## src/rtl/dual_issue_pkg.sv

```systemverilog
// Shared opcode constants, instruction classes and decoded-field layout for the dual-issue scheduler.
package dual_issue_pkg;

  localparam int unsigned OP_W  = 6;
  localparam int unsigned REG_W = 5;

  localparam logic [OP_W-1:0] OP_RTYPE = 6'h00;
  localparam logic [OP_W-1:0] OP_ADDI  = 6'h08;
  localparam logic [OP_W-1:0] OP_LW    = 6'h23;
  localparam logic [OP_W-1:0] OP_SW    = 6'h2B;
  localparam logic [OP_W-1:0] OP_BEQ   = 6'h04;
  localparam logic [OP_W-1:0] OP_BNE   = 6'h05;
  localparam logic [OP_W-1:0] OP_J     = 6'h02;

  typedef enum logic [1:0] {
    CLS_ALU  = 2'd0,
    CLS_MEM  = 2'd1,
    CLS_CTRL = 2'd2
  } inst_cls_e;

  typedef struct packed {
    inst_cls_e        cls;
    logic [REG_W-1:0] dest;
    logic             dest_valid;
    logic [REG_W-1:0] src1;
    logic             src1_valid;
    logic [REG_W-1:0] src2;
    logic             src2_valid;
  } dec_t;

endpackage

```

## src/rtl/inst_classify.sv

```systemverilog
// Combinational decode of one instruction into class plus destination/source registers.
// Register $0 is reported as not-valid so it never creates a dependency.
module inst_classify
  import dual_issue_pkg::*;
#(
  parameter int unsigned IW = 32
) (
  input  logic [IW-1:0] inst_i,
  output dec_t          dec_o
);

  logic [OP_W-1:0]  op;
  logic [REG_W-1:0] rs;
  logic [REG_W-1:0] rt;
  logic [REG_W-1:0] rd;
  logic             unused_low;
  dec_t             dec;

  assign op         = inst_i[31:26];
  assign rs         = inst_i[25:21];
  assign rt         = inst_i[20:16];
  assign rd         = inst_i[15:11];
  assign unused_low = ^inst_i[10:0];

  always_comb begin
    dec     = '0;
    dec.cls = CLS_ALU;
    case (op)
      OP_RTYPE: begin
        dec.dest = rd; dec.dest_valid = 1'b1;
        dec.src1 = rs; dec.src1_valid = 1'b1;
        dec.src2 = rt; dec.src2_valid = 1'b1;
      end
      OP_ADDI: begin
        dec.dest = rt; dec.dest_valid = 1'b1;
        dec.src1 = rs; dec.src1_valid = 1'b1;
      end
      OP_LW: begin
        dec.cls  = CLS_MEM;
        dec.dest = rt; dec.dest_valid = 1'b1;
        dec.src1 = rs; dec.src1_valid = 1'b1;
      end
      OP_SW: begin
        dec.cls  = CLS_MEM;
        dec.src1 = rs; dec.src1_valid = 1'b1;
        dec.src2 = rt; dec.src2_valid = 1'b1;
      end
      OP_BEQ, OP_BNE: begin
        dec.cls  = CLS_CTRL;
        dec.src1 = rs; dec.src1_valid = 1'b1;
        dec.src2 = rt; dec.src2_valid = 1'b1;
      end
      OP_J:    dec.cls = CLS_CTRL;
      default: dec.cls = CLS_ALU;
    endcase
    dec.dest_valid = dec.dest_valid && (dec.dest != '0);
    dec.src1_valid = dec.src1_valid && (dec.src1 != '0);
    dec.src2_valid = dec.src2_valid && (dec.src2 != '0);
    dec_o = dec;
  end

endmodule

```

## src/rtl/dual_issue_sched.sv

```systemverilog
// Instruction buffer and dual-lane issue scheduler (lane A: ALU/CTRL, lane B: MEM).
// Optional SCHED_STATS_EN adds saturating dual/single/stall issue counters.
module dual_issue_sched
  import dual_issue_pkg::*;
#(
  parameter int unsigned DEPTH = 4,
  parameter int unsigned IW    = 32
) (
  input  logic                       clk,
  input  logic                       rst,
  input  logic [1:0]                 fetch_valid,
  input  logic [IW-1:0]              fetch_inst0,
  input  logic [IW-1:0]              fetch_inst1,
  output logic                       fetch_ready,
  input  logic                       issue_stall,
  input  logic                       flush,
  output logic                       issue_a_valid,
  output logic [IW-1:0]              issue_a_inst,
  output logic                       issue_b_valid,
  output logic [IW-1:0]              issue_b_inst,
  output logic [$clog2(DEPTH):0]     buf_count
`ifdef SCHED_STATS_EN
  ,
  output logic [31:0]                stat_dual,
  output logic [31:0]                stat_single,
  output logic [31:0]                stat_stall
`endif
);

  localparam int unsigned PW = $clog2(DEPTH);
  localparam int unsigned CW = PW + 1;

  logic [IW-1:0] mem_q [DEPTH];
  logic [PW-1:0] rd_ptr_q, rd_ptr_d, wr_ptr_q, wr_ptr_d;
  logic [CW-1:0] count_q, count_d;
  logic          ready_q;
  logic          a_valid_q, a_valid_d, b_valid_q, b_valid_d;
  logic [IW-1:0] a_inst_q, a_inst_d, b_inst_q, b_inst_d;
  logic [1:0]    n_push, n_pop;
  logic [IW-1:0] h_inst, n_inst;
  dec_t          h_dec, n_dec;
  logic          raw, waw, pair_ok;
  logic          unused_h_src;

  assign h_inst = mem_q[rd_ptr_q];
  assign n_inst = mem_q[rd_ptr_q + PW'(1)];

  inst_classify #(.IW(IW)) u_cls_h (.inst_i(h_inst), .dec_o(h_dec));
  inst_classify #(.IW(IW)) u_cls_n (.inst_i(n_inst), .dec_o(n_dec));

  assign unused_h_src = ^{h_dec.src1, h_dec.src1_valid, h_dec.src2, h_dec.src2_valid};

  // Pairing rules: one MEM + one ALU, no CTRL, no RAW from H into N, no WAW.
  assign raw = h_dec.dest_valid &&
               ((n_dec.src1_valid && (n_dec.src1 == h_dec.dest)) ||
                (n_dec.src2_valid && (n_dec.src2 == h_dec.dest)));
  assign waw = h_dec.dest_valid && n_dec.dest_valid && (h_dec.dest == n_dec.dest);
  assign pair_ok = (count_q >= CW'(2)) &&
                   ((h_dec.cls == CLS_MEM) != (n_dec.cls == CLS_MEM)) &&
                   (h_dec.cls != CLS_CTRL) && (n_dec.cls != CLS_CTRL) && !raw && !waw;

  always_comb begin
    a_valid_d = a_valid_q;
    a_inst_d  = a_inst_q;
    b_valid_d = b_valid_q;
    b_inst_d  = b_inst_q;
    n_pop     = 2'd0;
    if (!issue_stall) begin
      a_valid_d = 1'b0;
      a_inst_d  = '0;
      b_valid_d = 1'b0;
      b_inst_d  = '0;
      if (pair_ok) begin
        n_pop     = 2'd2;
        a_valid_d = 1'b1;
        b_valid_d = 1'b1;
        if (h_dec.cls == CLS_MEM) begin
          b_inst_d = h_inst;
          a_inst_d = n_inst;
        end else begin
          a_inst_d = h_inst;
          b_inst_d = n_inst;
        end
      end else if (count_q != '0) begin
        n_pop = 2'd1;
        if (h_dec.cls == CLS_MEM) begin
          b_valid_d = 1'b1;
          b_inst_d  = h_inst;
        end else begin
          a_valid_d = 1'b1;
          a_inst_d  = h_inst;
        end
      end
    end
  end

  // Illegal 2'b10 pattern and pushes without room are dropped.
  always_comb begin
    n_push = 2'd0;
    if (ready_q) begin
      if (fetch_valid == 2'b11)      n_push = 2'd2;
      else if (fetch_valid == 2'b01) n_push = 2'd1;
    end
    count_d  = count_q + CW'(n_push) - CW'(n_pop);
    rd_ptr_d = rd_ptr_q + PW'(n_pop);
    wr_ptr_d = wr_ptr_q + PW'(n_push);
  end

  always_ff @(posedge clk) begin
    if (rst || flush) begin
      rd_ptr_q  <= '0;
      wr_ptr_q  <= '0;
      count_q   <= '0;
      ready_q   <= 1'b1;
      a_valid_q <= 1'b0;
      a_inst_q  <= '0;
      b_valid_q <= 1'b0;
      b_inst_q  <= '0;
    end else begin
      rd_ptr_q  <= rd_ptr_d;
      wr_ptr_q  <= wr_ptr_d;
      count_q   <= count_d;
      ready_q   <= (CW'(DEPTH) - count_d) >= CW'(2);
      a_valid_q <= a_valid_d;
      a_inst_q  <= a_inst_d;
      b_valid_q <= b_valid_d;
      b_inst_q  <= b_inst_d;
    end
  end

  always_ff @(posedge clk) begin
    if (!rst && !flush) begin
      if (n_push != 2'd0) mem_q[wr_ptr_q] <= fetch_inst0;
      if (n_push == 2'd2) mem_q[wr_ptr_q + PW'(1)] <= fetch_inst1;
    end
  end

  assign fetch_ready   = ready_q;
  assign issue_a_valid = a_valid_q;
  assign issue_a_inst  = a_inst_q;
  assign issue_b_valid = b_valid_q;
  assign issue_b_inst  = b_inst_q;
  assign buf_count     = count_q;

`ifdef SCHED_STATS_EN
  logic [31:0] dual_q, single_q, stall_q;

  // Saturating counters survive flush; only reset clears them.
  always_ff @(posedge clk) begin
    if (rst) begin
      dual_q   <= '0;
      single_q <= '0;
      stall_q  <= '0;
    end else begin
      if (!flush && (n_pop == 2'd2) && (dual_q != '1))   dual_q   <= dual_q + 32'd1;
      if (!flush && (n_pop == 2'd1) && (single_q != '1)) single_q <= single_q + 32'd1;
      if (issue_stall && (count_q != '0) && (stall_q != '1)) stall_q <= stall_q + 32'd1;
    end
  end

  assign stat_dual   = dual_q;
  assign stat_single = single_q;
  assign stat_stall  = stall_q;
`endif

endmodule

```

## config.mk

```make
export PLATFORM = sky130hd
export DESIGN_NAME = dual_issue_sched
export DESIGN_NICKNAME = d
export VERILOG_FILES = /design/src/rtl/dual_issue_pkg.sv /design/src/rtl/inst_classify.sv /design/src/rtl/dual_issue_sched.sv
export SDC_FILE = /design/constraint.sdc
export NUM_CORES = 1
export LEC_CHECK = 0
export ABC_AREA = 0
export ABC_CLOCK_PERIOD_IN_PS = 4900
export CAP_MARGIN = 20
export CELL_PAD_IN_SITES_DETAIL_PLACEMENT = 1
export CELL_PAD_IN_SITES_GLOBAL_PLACEMENT = 1
export CORE_UTILIZATION = 40
export CTS_CLUSTER_DIAMETER = 40
export CTS_CLUSTER_SIZE = 24
export DETAILED_ROUTE_END_ITERATION = 12
export PLACE_DENSITY_LB_ADDON = 0.1
export SYNTH_ARGS = -nofsm -noshare
export SYNTH_HDL_FRONTEND = slang
export SYNTH_SLANG_ARGS = --single-unit
```

## constraint.sdc

```tcl
create_clock -name clk -period 4.9 [get_ports clk]
set_input_delay 0.98 -clock clk [delete_from_list [all_inputs] [get_ports clk]]
set_output_delay 0.98 -clock clk [all_outputs]
set_load 0.02 [all_outputs]
```

==> flow_summary.ini, run 1 <==
[route]
route.met3.wl_microns = 2190
met2_length_microns = 16200
route.detailed.drc = 0
firstDrtPassIters = 5
avgRoutedWirePerCell_microns = 24.6
drt_iter0_drc = 673
wl_met1_microns = 16300
wirelength_microns = 35400
vias = 8647
ant_nets = 0
highest-signal-layer = met4
routed_via_density = 6.00

[synthesis]
yosys_most_used_dff = edfxtp_1
ys_seq_elements = 202
ys_async_sr_fraction_pct = 0
avgSynthCellArea_sq_um = 12.0
synth_edf_count = 128
netlist_top_cells_area = edfxtp_1, mux2_2, dfxtp_1
ys_warn_count = 0
netlist_instances = 918
yosys.area.top_type = edfxtp_1
syn-cell-area_sq_um = 11000
synth_top_area_share_pct = 34.9
yosysSeqAreaShare_pct = 48.3
postSynthNetCount = 994
yosysUniqueCellTypes = 70

[setup_path]
critical_path_buf_inv_count = 0
path_cells = mux4_2 -> or4b_4 -> a211oi_1 -> a211o_1 -> nand4_1 -> o32ai_2 -> o21ai_2 -> nand2_2 -> nor2_1 -> fa_1 -> fa_1 -> xnor2_1 -> xnor2_1 -> xor2_1 -> nand4b_1
critPathRequiredTime_ps = 5270
crit_type = reg -> reg
cp_data_arrival_time_ps = 4990
crit_family = compound AO/OA/AOI/OAI gates
cpMaxStageDelayCell = mux4_2
cp-end-kind = register
cp-start-kind = register
max_stage_delay_ps = 670
path_max_fanout = 14

[die]
core_area_sq_um = 27000
row_count = 60
die_h_microns = 168
dieArea_sq_um = 28200
ios = 140
start_util_pct = 40.8
fp.dieW_microns = 168

[final_layout]
n_antenna_cell = 0
utilization_pct = 52.6
final_common_cell = mux2_2
final_cell_mix = mux2_2, clkdlybuf4s50_1, edfxtp_1
fin_area_sq_um = 14200
fill_cells = 2799
fin_nets = 1146
multiInputGateArea_sq_um = 5380
drive_above_1_share_pct = 28.3
ff_latch_area_sq_um = 5330
synthToLayoutAreaGrowth_pct = 29.0

[sta]
fin_crit_sh_pct = 94.4
finClkSkew_ps = 14.9
drv_slew = 0
finalSetupTns_ps = 0
max_slew_margin_pct = 35.9
worst_pin_slew_ps = 958
fmax_mhz = 216
finalSetupViolations = 0
finalHoldViolations = 0
min_period_ps = 4630
rsz0062_at_grt = no
whs_ps = 477

[global_route]
grt_pass1_vias = 8813
grt_pass1_wl_microns = 54000
overflow = 0
grt_max_degree = 45
antenna_found_initial = 0
track_usage_pct = 25.3

[place]
port_buffers = 139
placed_cell_area_sq_um = 12800
dpl.hpwl_microns = 23600
gp_congestion = 0.864

[clocking]
clock_path_buffers = 3
cts_root_buf = clkbuf_16
path_clk_slew_ps = 50
numCtsBuffers = 37
clkSinkCount = 202
cts_tree = built
htreeDepth = 2
worstSkewPairLatency_ps = 510

[power]
leakagePower_uw = 0.00474
power.density_nw_per_um2 = 379
irDropWorstVdd_mv = 0.267

[hold_path]
min_path_type = reg -> reg

[run]
drv_cap = 0

[run_status]
status = finished, final reports clean
-- kinds of logic (layout without fill, tap and decap cells) --
family                   Yosys count  count (layout)  synth area share (%)
AND/OR/NAND/NOR                  170             170                  8.20
XOR/XNOR                           9               9                 0.715
flip-flops                       202             202                  48.3
multiplexers                     212             212                  25.2
AO/OA/AOI/OAI                    233             233                  13.4
adder cells (fa/ha/maj)            6               6                 0.817
buffers and inverters             86             267                  3.39
-- stage by stage --
stage / std cells / worst slack (ps) / power [uW]
2_1_floorplan: 918 / 308 / 2400
3_3_place_gp: 1358 / 260 / 2700
3_5_place_dp: 1358 / 137 / 2720
4_1_cts: 1426 / 125 / 5410
5_1_grt: 1440 / 4.35 / 5560
6_report: 1440 / 274 / 5390
-- sequential cells by signal, summed over array words and instances, names as in the netlist --
register	cells
rd_ptr_q	2
wr_ptr_q	2
buf_count	3
issue_a_inst	32
issue_b_inst	32
fetch_ready	1
mem_q	128
issue_b_valid	1
issue_a_valid	1
-- tightest hold or removal path, delay by kind of cell (launching register included) --
kind           cells  cell delay (ps)
AO/OA/AOI/OAI      2              120
flip-flops         1              330
-- Yosys cell counts, types with 18 or more instances --
library cell,number
a21oi_1,64
mux2_2,143
clkbuf_1,40
a22oi_1,26
dfxtp_1,74
nand2_1,33
edfxtp_1,128
nor2_1,49
nand4_1,26
mux4_2,38
o21ai_0,59
inv_1,18
mux2i_1,31
-- power breakdown --
group / internal [uW] / total, uW / switching, uW
sequential: 1880 / 1920 / 41.7
combinational: 333 / 791 / 458
clock: 1790 / 2680 / 893
total: 4000 / 5390 / 1390
-- what timing repair did --
action | in CTS | in global routing
hold buffers | 0 | 0
hold endpoints to repair | 0 | 0
setup buffers | 0 | 14
gates resized for setup | 0 | 3
setup endpoints to repair | 0 | 2
-- layer usage --
metal / vias to the layer above / track usage, %
li1: 3918 / -
met1: 4366 / 36.4
met2: 307 / 39.6
met3: 56 / 4.00
met4: 0 / 6.74
met5: - / 0
-- path summary, 6_finish.rpt --
check	from	depth (start not counted)	endpoint	slack, ps
worst max register to register	rd_ptr_q[1]	15	fetch_ready	270
worst max-delay path	rd_ptr_q[1]	15	fetch_ready	270
worst min register to register	issue_a_inst[10]	2	issue_a_inst[10]	480
worst min-delay path	issue_a_inst[10]	2	issue_a_inst[10]	480
-- final cells by class --
class / count / area share (%)
clock inverters: 24 / 2.08
flip-flops and latches: 202 / 37.5
repair buffers: 180 / 12.0
multi-input cells: 630 / 37.8
inverters: 19 / 0.501
well taps: 341 / 3.00
clock buffers: 44 / 7.06
Power figures use the tool's default switching activity.
==> run 2, diff against run 1 <==
- CTS_CLUSTER_DIAMETER: 40 -> 100
==> flow_summary.ini, run 2 (synthesis results as in run 1) <==
[place]
port_buffers = 139
dp_worst_setup_slack_ps = 137
dpl.hpwl_microns = 23600
gp_congestion = 0.864

[setup_path]
path_max_fanout = 14
cp-end-kind = register
cp_data_arrival_time_ps = 4990
cp-start-kind = register
crit_type = reg -> reg
critPathRequiredTime_ps = 5260

[sta]
layout_setup_ws_ps = 272
finalSetupViolations = 0
finalSetupTns_ps = 0
finalHoldViolations = 0
min_period_ps = 4630
max_slew_margin_pct = 34.4
fmax_mhz = 216
finClkSkew_ps = 17.2
rsz0062_at_grt = no
worst_pin_slew_ps = 980
drv_slew = 0
fin_crit_sh_pct = 94.5

[die]
die_h_microns = 168
dieArea_sq_um = 28200
ios = 140
start_util_pct = 40.8
core_area_sq_um = 27000
row_count = 60
fp.dieW_microns = 168

[route]
route.detailed.drc = 0
avgRoutedWirePerCell_microns = 24.6
wirelength_microns = 34100
vias = 8335
firstDrtPassIters = 5
routed_via_density = 6.00
ant_nets = 0
drt_iter0_drc = 656

[final_layout]
regMostFlops = mem_q
final_cell_mix = mux2_2, clkdlybuf4s50_1, edfxtp_1
utilization_pct = 49.2
synthToLayoutAreaGrowth_pct = 20.6
fill_cells = 2851
fin_nets = 1118
n_antenna_cell = 0
final_common_cell = mux2_2
largest_reg_flops = 128
drive_above_1_share_pct = 24.9

[power]
leakagePower_uw = 0.00427
power.density_nw_per_um2 = 287
irDropWorstVdd_mv = 0.189

[run_status]
status = finished, final reports clean

[clocking]
path_clk_slew_ps = 100
clock_path_buffers = 3
htreeDepth = 1
cts_root_buf = clkbuf_16
cts_tree = built
worstSkewPairLatency_ps = 490
ctsHoldBuffers = 0
clkSinkCount = 202
numCtsBuffers = 12

[global_route]
grt_pass1_wl_microns = 52200
antenna_found_initial = 0
grt_pass1_vias = 8383
overflow = 0
track_usage_pct = 24.4
grt_max_degree = 45

[run]
drv_cap = 0

[hold_path]
min_path_type = reg -> reg
[run 2: stage by stage]
step / hold slack, ps / total power, uW / area [sq um] / cells
final: 487 / 3820 / 13300 / 1389
after global routing: 533 / 3970 / 13300 / 1389
after CTS: 485 / 3830 / 13200 / 1378
after detailed placement: 465 / 2720 / 12800 / 1358
after global placement: 461 / 2700 / 12800 / 1358
after floorplan: 569 / 2400 / 11000 / 918
[run 2: cell type report]
type	instances	area [sq um]	area share, %
inverters	19	71.3	0.536
multi-input cells	630	5380	40.5
clock inverters	1	11.3	0.0847
well taps	341	427	3.21
flip-flops and latches	202	5330	40.1
repair buffers	177	1700	12.8
clock buffers	19	369	2.78
[run 2: worst paths after layout]
check | from | endpoint | slack (ps) | cells after the start
min reg2reg | issue_a_inst[9] | issue_a_inst[9] | 490 | 2
min | issue_a_inst[9] | issue_a_inst[9] | 490 | 2
max | rd_ptr_q[1] | fetch_ready | 270 | 15
max reg2reg | rd_ptr_q[1] | fetch_ready | 270 | 15
[run 2: power breakdown]
group | internal, uW | total [uW] | switching [uW]
registers | 1870 | 1910 | 41.0
logic | 333 | 787 | 454
clock network | 532 | 1120 | 589
[run 2: repair_timing]
item	in CTS	in global routing
setup endpoints to repair	0	2
gates resized for setup	0	3
setup buffers	0	11
[run 2: critical path, stage by stage (launching register included)]
cell      delay [ps]
dfxtp_4          500
mux4_2           660
nor4b_4          550
o211ai_1         210
nand2_1          140
mux2_2           350
o32ai_2          280
o21ai_2          130
nand2_2           80
nor2_1            60
fa_1             490
fa_1             390
xnor2_1          150
xnor2_1          230
xor2_1           170
nand4b_1         100
[run 2: routing by layer]
metal / global-route usage [%] / wire (microns) / up-vias
met2: 38.5 / 15400 / 232
met5: 0 / 0 / -
li1: - / - / 3833
met1: 36.7 / 16600 / 4235
met4: 4.19 / 509 / 0
met3: 2.52 / 1560 / 35
